===== config.mk =====
export PLATFORM = sky130hd
export DESIGN_NAME = compare_result_qualifier_flat
export DESIGN_NICKNAME = d
export VERILOG_FILES = /design/src/rtl/compare_result_qualifier_if.sv /design/src/rtl/compare_result_qualifier.sv /design/src/flat_wrapper.sv
export SDC_FILE = /design/constraint.sdc
export NUM_CORES = 1
export LEC_CHECK = 0
export ABC_AREA = 1
export BUFFER_PORTS_ARGS = -buffer_cell sky130_fd_sc_hd__buf_2
export CAP_MARGIN = 20
export CELL_PAD_IN_SITES_DETAIL_PLACEMENT = 0
export CELL_PAD_IN_SITES_GLOBAL_PLACEMENT = 1
export CORE_ASPECT_RATIO = 1.5
export CORE_UTILIZATION = 43
export CTS_BUF_LIST = sky130_fd_sc_hd__clkbuf_4 sky130_fd_sc_hd__clkbuf_8
export DETAILED_ROUTE_END_ITERATION = 16
export PLACE_DENSITY_LB_ADDON = 0.1
export SYNTH_ARGS = -nofsm -noshare
export SYNTH_HDL_FRONTEND = slang
export SYNTH_SLANG_ARGS = --single-unit
export TNS_END_PERCENT = 100

===== constraint.sdc =====
create_clock -name clk -period 4 [get_ports clk]
set_clock_uncertainty 0.1 [all_clocks]
set_input_delay 0.4 -clock clk [delete_from_list [all_inputs] [get_ports clk]]
set_output_delay 0.4 -clock clk [all_outputs]
set_load 0.05 [all_outputs]

===== src/rtl/compare_result_qualifier_if.sv =====
// Bundle between the magnitude comparator and its result qualifier:
// one per-sample Equal/Greater/Lesser result in, the debounced decision out.
interface compare_result_qualifier_if #(
  parameter int CNT_W = 8
);
  logic             in_valid;
  logic             equal;
  logic             greater;
  logic             lesser;
  logic             stable_valid;
  logic             stable_eq;
  logic             stable_gt;
  logic             stable_lt;
  logic             change;
  logic             onehot_err;
  logic [CNT_W-1:0] change_count;

  modport master (
    output in_valid, equal, greater, lesser,
    input  stable_valid, stable_eq, stable_gt, stable_lt,
    input  change, onehot_err, change_count
  );

  modport slave (
    input  in_valid, equal, greater, lesser,
    output stable_valid, stable_eq, stable_gt, stable_lt,
    output change, onehot_err, change_count
  );
endinterface


===== src/rtl/compare_result_qualifier.sv =====
// Glitch filter for comparator results: commits a decision only after STABLE_CNT
// consecutive identical one-hot samples, flags malformed samples, counts commits.
module compare_result_qualifier #(
  parameter int STABLE_CNT = 3,
  parameter int CNT_W      = 8
) (
  input  logic                        clk,
  input  logic                        rst,
  compare_result_qualifier_if.slave   bus
);

  localparam int               RUN_W   = (STABLE_CNT < 2) ? 1 : $clog2(STABLE_CNT + 1);
  localparam logic [RUN_W-1:0] RUN_MAX = RUN_W'(STABLE_CNT);
  localparam logic [CNT_W-1:0] CNT_MAX = {CNT_W{1'b1}};

  typedef enum logic [1:0] {
    ACQ     = 2'd0,
    HOLD_EQ = 2'd1,
    HOLD_GT = 2'd2,
    HOLD_LT = 2'd3
  } state_t;

  function automatic logic is_onehot(input logic [2:0] v);
    case (v)
      3'b100, 3'b010, 3'b001: return 1'b1;
      default:                return 1'b0;
    endcase
  endfunction

  function automatic state_t hold_of(input logic [2:0] v);
    case (v)
      3'b100:  return HOLD_EQ;
      3'b010:  return HOLD_GT;
      3'b001:  return HOLD_LT;
      default: return ACQ;
    endcase
  endfunction

  state_t           state_r;
  state_t           state_next_s;
  state_t           target_s;
  logic [2:0]       sample_s;
  logic [2:0]       cand_r;
  logic [2:0]       cand_next_s;
  logic [RUN_W-1:0] run_r;
  logic [RUN_W-1:0] run_next_s;
  logic             commit_s;
  logic             bad_s;

  logic             stable_valid_r;
  logic             stable_eq_r;
  logic             stable_gt_r;
  logic             stable_lt_r;
  logic             change_r;
  logic             onehot_err_r;
  logic [CNT_W-1:0] count_r;

  // Run tracking, malformed-sample detection and next-state selection
  always_comb begin
    sample_s     = {bus.equal, bus.greater, bus.lesser};
    target_s     = hold_of(sample_s);
    cand_next_s  = cand_r;
    run_next_s   = run_r;
    commit_s     = 1'b0;
    bad_s        = 1'b0;
    state_next_s = state_r;
    if (bus.in_valid) begin
      if (is_onehot(sample_s)) begin
        cand_next_s = sample_s;
        if (sample_s == cand_r) begin
          if (run_r >= RUN_MAX) begin
            run_next_s = RUN_MAX;
          end else begin
            run_next_s = run_r + RUN_W'(1);
          end
        end else begin
          run_next_s = RUN_W'(1);
        end
        // a run that re-confirms the held decision is not a commit
        if ((run_next_s >= RUN_MAX) && (state_r != target_s)) begin
          commit_s     = 1'b1;
          state_next_s = target_s;
        end else begin
          commit_s     = 1'b0;
          state_next_s = state_r;
        end
      end else begin
        bad_s       = 1'b1;
        cand_next_s = 3'b000;
        run_next_s  = RUN_W'(0);
      end
    end else begin
      cand_next_s = cand_r;
      run_next_s  = run_r;
    end
  end

  // Decision state register
  always_ff @(posedge clk) begin
    if (rst) begin
      state_r <= ACQ;
    end else begin
      state_r <= state_next_s;
    end
  end

  // Candidate/run history, registered outputs and saturating change counter
  always_ff @(posedge clk) begin
    if (rst) begin
      cand_r         <= 3'b000;
      run_r          <= RUN_W'(0);
      stable_valid_r <= 1'b0;
      stable_eq_r    <= 1'b0;
      stable_gt_r    <= 1'b0;
      stable_lt_r    <= 1'b0;
      change_r       <= 1'b0;
      onehot_err_r   <= 1'b0;
      count_r        <= CNT_W'(0);
    end else begin
      cand_r         <= cand_next_s;
      run_r          <= run_next_s;
      stable_valid_r <= (state_next_s != ACQ);
      stable_eq_r    <= (state_next_s == HOLD_EQ);
      stable_gt_r    <= (state_next_s == HOLD_GT);
      stable_lt_r    <= (state_next_s == HOLD_LT);
      change_r       <= commit_s;
      onehot_err_r   <= bad_s;
      if (commit_s && (count_r != CNT_MAX)) begin
        count_r <= count_r + CNT_W'(1);
      end else begin
        count_r <= count_r;
      end
    end
  end

  assign bus.stable_valid = stable_valid_r;
  assign bus.stable_eq    = stable_eq_r;
  assign bus.stable_gt    = stable_gt_r;
  assign bus.stable_lt    = stable_lt_r;
  assign bus.change       = change_r;
  assign bus.onehot_err   = onehot_err_r;
  assign bus.change_count = count_r;

endmodule

===== src/flat_wrapper.sv =====
// flat-port wrapper written by rule: the top's interface ports become plain ports
module compare_result_qualifier_flat 
#(
  parameter int STABLE_CNT = 3,
  parameter int CNT_W      = 8
)
  (clk, rst, bus_in_valid, bus_equal, bus_greater, bus_lesser, bus_stable_valid, bus_stable_eq, bus_stable_gt, bus_stable_lt, bus_change, bus_onehot_err, bus_change_count);
  compare_result_qualifier_if #(.CNT_W(CNT_W)) bus_i ();
  input  logic clk;
  input  logic rst;
  input wire logic [$bits(bus_i.in_valid)-1:0] bus_in_valid;
  input wire logic [$bits(bus_i.equal)-1:0] bus_equal;
  input wire logic [$bits(bus_i.greater)-1:0] bus_greater;
  input wire logic [$bits(bus_i.lesser)-1:0] bus_lesser;
  output wire logic [$bits(bus_i.stable_valid)-1:0] bus_stable_valid;
  output wire logic [$bits(bus_i.stable_eq)-1:0] bus_stable_eq;
  output wire logic [$bits(bus_i.stable_gt)-1:0] bus_stable_gt;
  output wire logic [$bits(bus_i.stable_lt)-1:0] bus_stable_lt;
  output wire logic [$bits(bus_i.change)-1:0] bus_change;
  output wire logic [$bits(bus_i.onehot_err)-1:0] bus_onehot_err;
  output wire logic [$bits(bus_i.change_count)-1:0] bus_change_count;
  assign bus_i.in_valid = bus_in_valid;
  assign bus_i.equal = bus_equal;
  assign bus_i.greater = bus_greater;
  assign bus_i.lesser = bus_lesser;
  assign bus_stable_valid = bus_i.stable_valid;
  assign bus_stable_eq = bus_i.stable_eq;
  assign bus_stable_gt = bus_i.stable_gt;
  assign bus_stable_lt = bus_i.stable_lt;
  assign bus_change = bus_i.change;
  assign bus_onehot_err = bus_i.onehot_err;
  assign bus_change_count = bus_i.change_count;
  compare_result_qualifier #(.STABLE_CNT(STABLE_CNT), .CNT_W(CNT_W)) u_core (.clk(clk), .rst(rst), .bus(bus_i));
endmodule

* Word level (Yosys, flattened, before mapping)
Cells that the tools add are included.
Storage, ports and cells: register bits after elaboration 21, input port bits 6, word-level logic and storage cells 45
Operators by class: add/subtract/negate cells 2, magnitude comparators 2, equality and inequality tests 9, muxes and demuxes 16, bitwise operators 1, reductions and logical operators 5
Operator list (count):
- two-way mux 2 bit | 8
- adder 8 x 1 -> 8 bit (second input constant) | 1
- != test 8 bit (second input constant) | 1
- two-way mux 1 bit | 6
- case mux 2 bit (3 select lines) | 1
- == test 2 bit (second input constant) | 2
- >= comparator 2 bit (second input constant) | 2
- == test 3 x 1 -> 1 bit (second input constant) | 1
- == test 3 x 2 -> 1 bit (second input constant) | 1
- == test 3 bit | 1
- == test 3 bit (second input constant) | 1
- two-way mux 3 bit | 1
- OR reduction 3 bit | 1
- adder 2 x 1 -> 2 bit (second input constant) | 1
- == test 2 x 1 -> 1 bit (second input constant) | 1
- logical AND 1 bit | 2
- != test 2 bit | 1
- nonzero test 2 bit | 1
- OR reduction 2 bit | 1
- NOT 1 bit | 1

* Logic depth before layout (Yosys ltp)
word-level depth 12, depth in mapped cells 12, depth with buffers taken out 11

* Worst setup path before layout
No wires, ideal clock.
path kind reg2reg, start point register u_core.count_r[1], in the netlist u_core.bus.change_count[1], end point register u_core.count_r[6], in the netlist u_core.bus.change_count[6], library setup time 0.071 ns, arrival time 1.786 ns, required time 3.829 ns, setup slack 2.044 ns, cell stages (with the launch flop) 8, path buffers 0, cells stage by stage dfxtp_1 ha_1 nand3_1 nor2_1 nand3_2 nand4_2 nand2_1 a21oi_1
Between the ends: word-level cells in the longest chain between the ends 2, elaborated cells on any way between the ends 3
RTL lines:
- from (decl) | line compare_result_qualifier.sv:56 | logic [CNT_W-1:0] count_r;
- from (signal assigned) | line compare_result_qualifier.sv:129 | count_r <= count_r + CNT_W'(1);
- from (signal assigned) | line compare_result_qualifier.sv:131 | count_r <= count_r;
- branches (longest 2 deep; another with adder 8 x 1 -> 8 bit)
Parallel ways; which one is timed is not known. A chain may end at the register's enable or synchronous reset.

* Worst setup path in the final report
Ends and elaborated chain as after synthesis.

==> flow_summary.toml <==
[power_and_ir_drop]
p_per_area_nw_per_um2 = 302
p_total_mw = 0.347
peakVddDrop_v = 0.000192
p_leak_nw = 0.553

[floorplanning]
core_area_um2 = 2230
die_h_um = 61.5
die_w_um = 41.6
dieArea_um2 = 2560
start_util_pct = 45.4
ios = 20
num_rows = 21

[synth]
synth_area_um2 = 1010
syn_area_per_cell_um2 = 7.56
yosys-top-cells-area = "dfxtp_1 41%, nand2_1 11%, nand4_1 6.2%"
ys.flop_type = "dfxtp_1"
syn_inst = 134
synth_area_leader_cell = "dfxtp_1"
yosysTopAreaCellShare_pct = 41.5
synth-edff-count = 0
async_reset_ff_share_pct = 0
ys_types = 23
synth_nets = 141
synth-seq-cells = 21
yosysSeqAreaShare_pct = 41.5
synth_warnings = 0

[timing]
slew_viol_final = 0
setup_tns_ps = 0
hold_violations = 0
setup_viol = 0
rsz0062_at_grt = "no"
maxSlewHeadroom_pct = 80.5
fmax_mhz = 563
period_needed_ps = 1770
hold_ws_ps = 260
post-route-period-util_pct = 44.4
worst_slack_ps = 2230
max_slew.worst_pin.slew_ps = 292

[clock_tree]
clock_tree.root_cell = "clkbuf_4"
ctsHtreeMaxLevel = 1
numCtsBuffers = 3
clk_latency_ps = 300
post_cts_resized = 0
cts_hold_buf = 0
cts_buffer_depth = 2
path_clk_slew_ps = 120
clock-sinks = 21
cts_tree = "built"
cts_setup_buffers = 0

[route]
drt_iter0_drc = 10
wl_per_cell_um = 10.8
drc_errors = 0
viasPerCell = 5.01
wl_mm = 1.93
ant_nets = 0
vias = 892
first_pass_iters = 3

[worst_setup_path]
end_kind = "register"
cp.arrival_ps = 1910
reg2regPathDepth = 7
worstSetupPathType = "reg2reg"
crit_path_max_fanout = 9
critPathLaunchType = "register"
critPathRequiredTime_ps = 4140
r2r_start = "u_core.bus.change_count[1]"
cp-startpoint = "u_core.bus.change_count[1]"

[hold_path]
hold_class = "in2reg"
whs_path_depth = 2
hp-start = "bus_in_valid"

[global_route]
grt_max_degree = 13
grt_pass1_vias = 821
grt_util_all_layers_pct = 17.0
grt_first_pass_wirelength_mm = 3.38
antenna_found_initial = 0
overflow = 0

[finish]
drive_gt1_share_pct = 25.2
final_area_um2 = 1150
final_cell_mix = "29 x nand2_1, 21 x dfxtp_1, 19 x buf_2"
finish.net_count = 163
fin_cells = 178
syn2layout_area_growth_pct = 13.5
fillers = 229
final_common_cell = "nand2_1"
utilization_pct = 51.5
antennaDiodeCount = 0

[place]
port_buffers = 19
post_dp_cell_area_um2 = 1120
dp_cells = 174
globalplace.congestion = 0.776
place_ws_ps = 2120
dp_hpwl_mm = 1.50

[run_status]
status = "complete, no violations"

[run]
maxCapViolations = 0
==> report_power, final <==
group | internal, mW | switching [mW]
Combinational | 0.00986 | 0.0223
Sequential | 0.212 | 0.00189
Clock | 0.0373 | 0.0635
Total | 0.259 | 0.0877
==> worst max-delay path: stages, from the launching register on <==
cell,delay [ps]
dfxtp_1,400
ha_1,230
nand3_1,90
nor2_1,200
nand3_2,220
nand4_2,260
nand2_1,90
a21oi_1,140
==> cell families after synthesis <==
group / share of synthesized area (%)
xor+xnor: 5.19
fa+ha+maj: 1.23
flops: 41.5
simple gates: 35.9
buf+inv: 7.41
compound gates: 8.76
==> sequential cells by signal, indices dropped and copies added (netlist names) <==
signal,count
u_core.bus.stable_eq,1
u_core.run_r,2
u_core.state_r,2
u_core.bus.stable_gt,1
u_core.bus.change,1
u_core.bus.change_count,8
u_core.bus.stable_valid,1
u_core.cand_r,3
u_core.bus.stable_lt,1
u_core.bus.onehot_err,1
==> cell usage after synthesis (2+ instances only) <==
cell	n
nor2_1	12
nand2_2	5
nand2_1	29
inv_1	14
nand3_1	6
o21ai_0	3
nand4_1	10
a21oi_1	12
inv_2	2
dfxtp_1	21
xnor2_1	3
xor2_1	3
nand3_2	4
==> final cells by class <==
class	count	area, µm²	area share [%]
well taps	23	28.8	2.50
clock inverters	1	5.00	0.435
inverters	16	60.1	5.22
repair buffers	19	95.1	8.27
multi-input cells	95	518	45.0
flip-flops and latches	21	420	36.6
clock buffers	3	22.5	1.96
==> layer usage <==
metal	wire [µm]	global-route usage, %	vias to the layer above
met2	1020	31.0	15
met4	15	7.83	0
met3	49	2.64	2
met5	0	0	-
met1	847	19.7	399
li1	-	-	476
==> path summary, 6_finish.rpt <==
check / slack [ps] / end
max: 2230 / u_core.bus.change_count[6]
min: 260 / u_core.cand_r[2]
max reg2reg: 2230 / u_core.bus.change_count[6]
min reg2reg: 410 / u_core.run_r[0]
No activity file was read; power rests on OpenSTA's default activity.
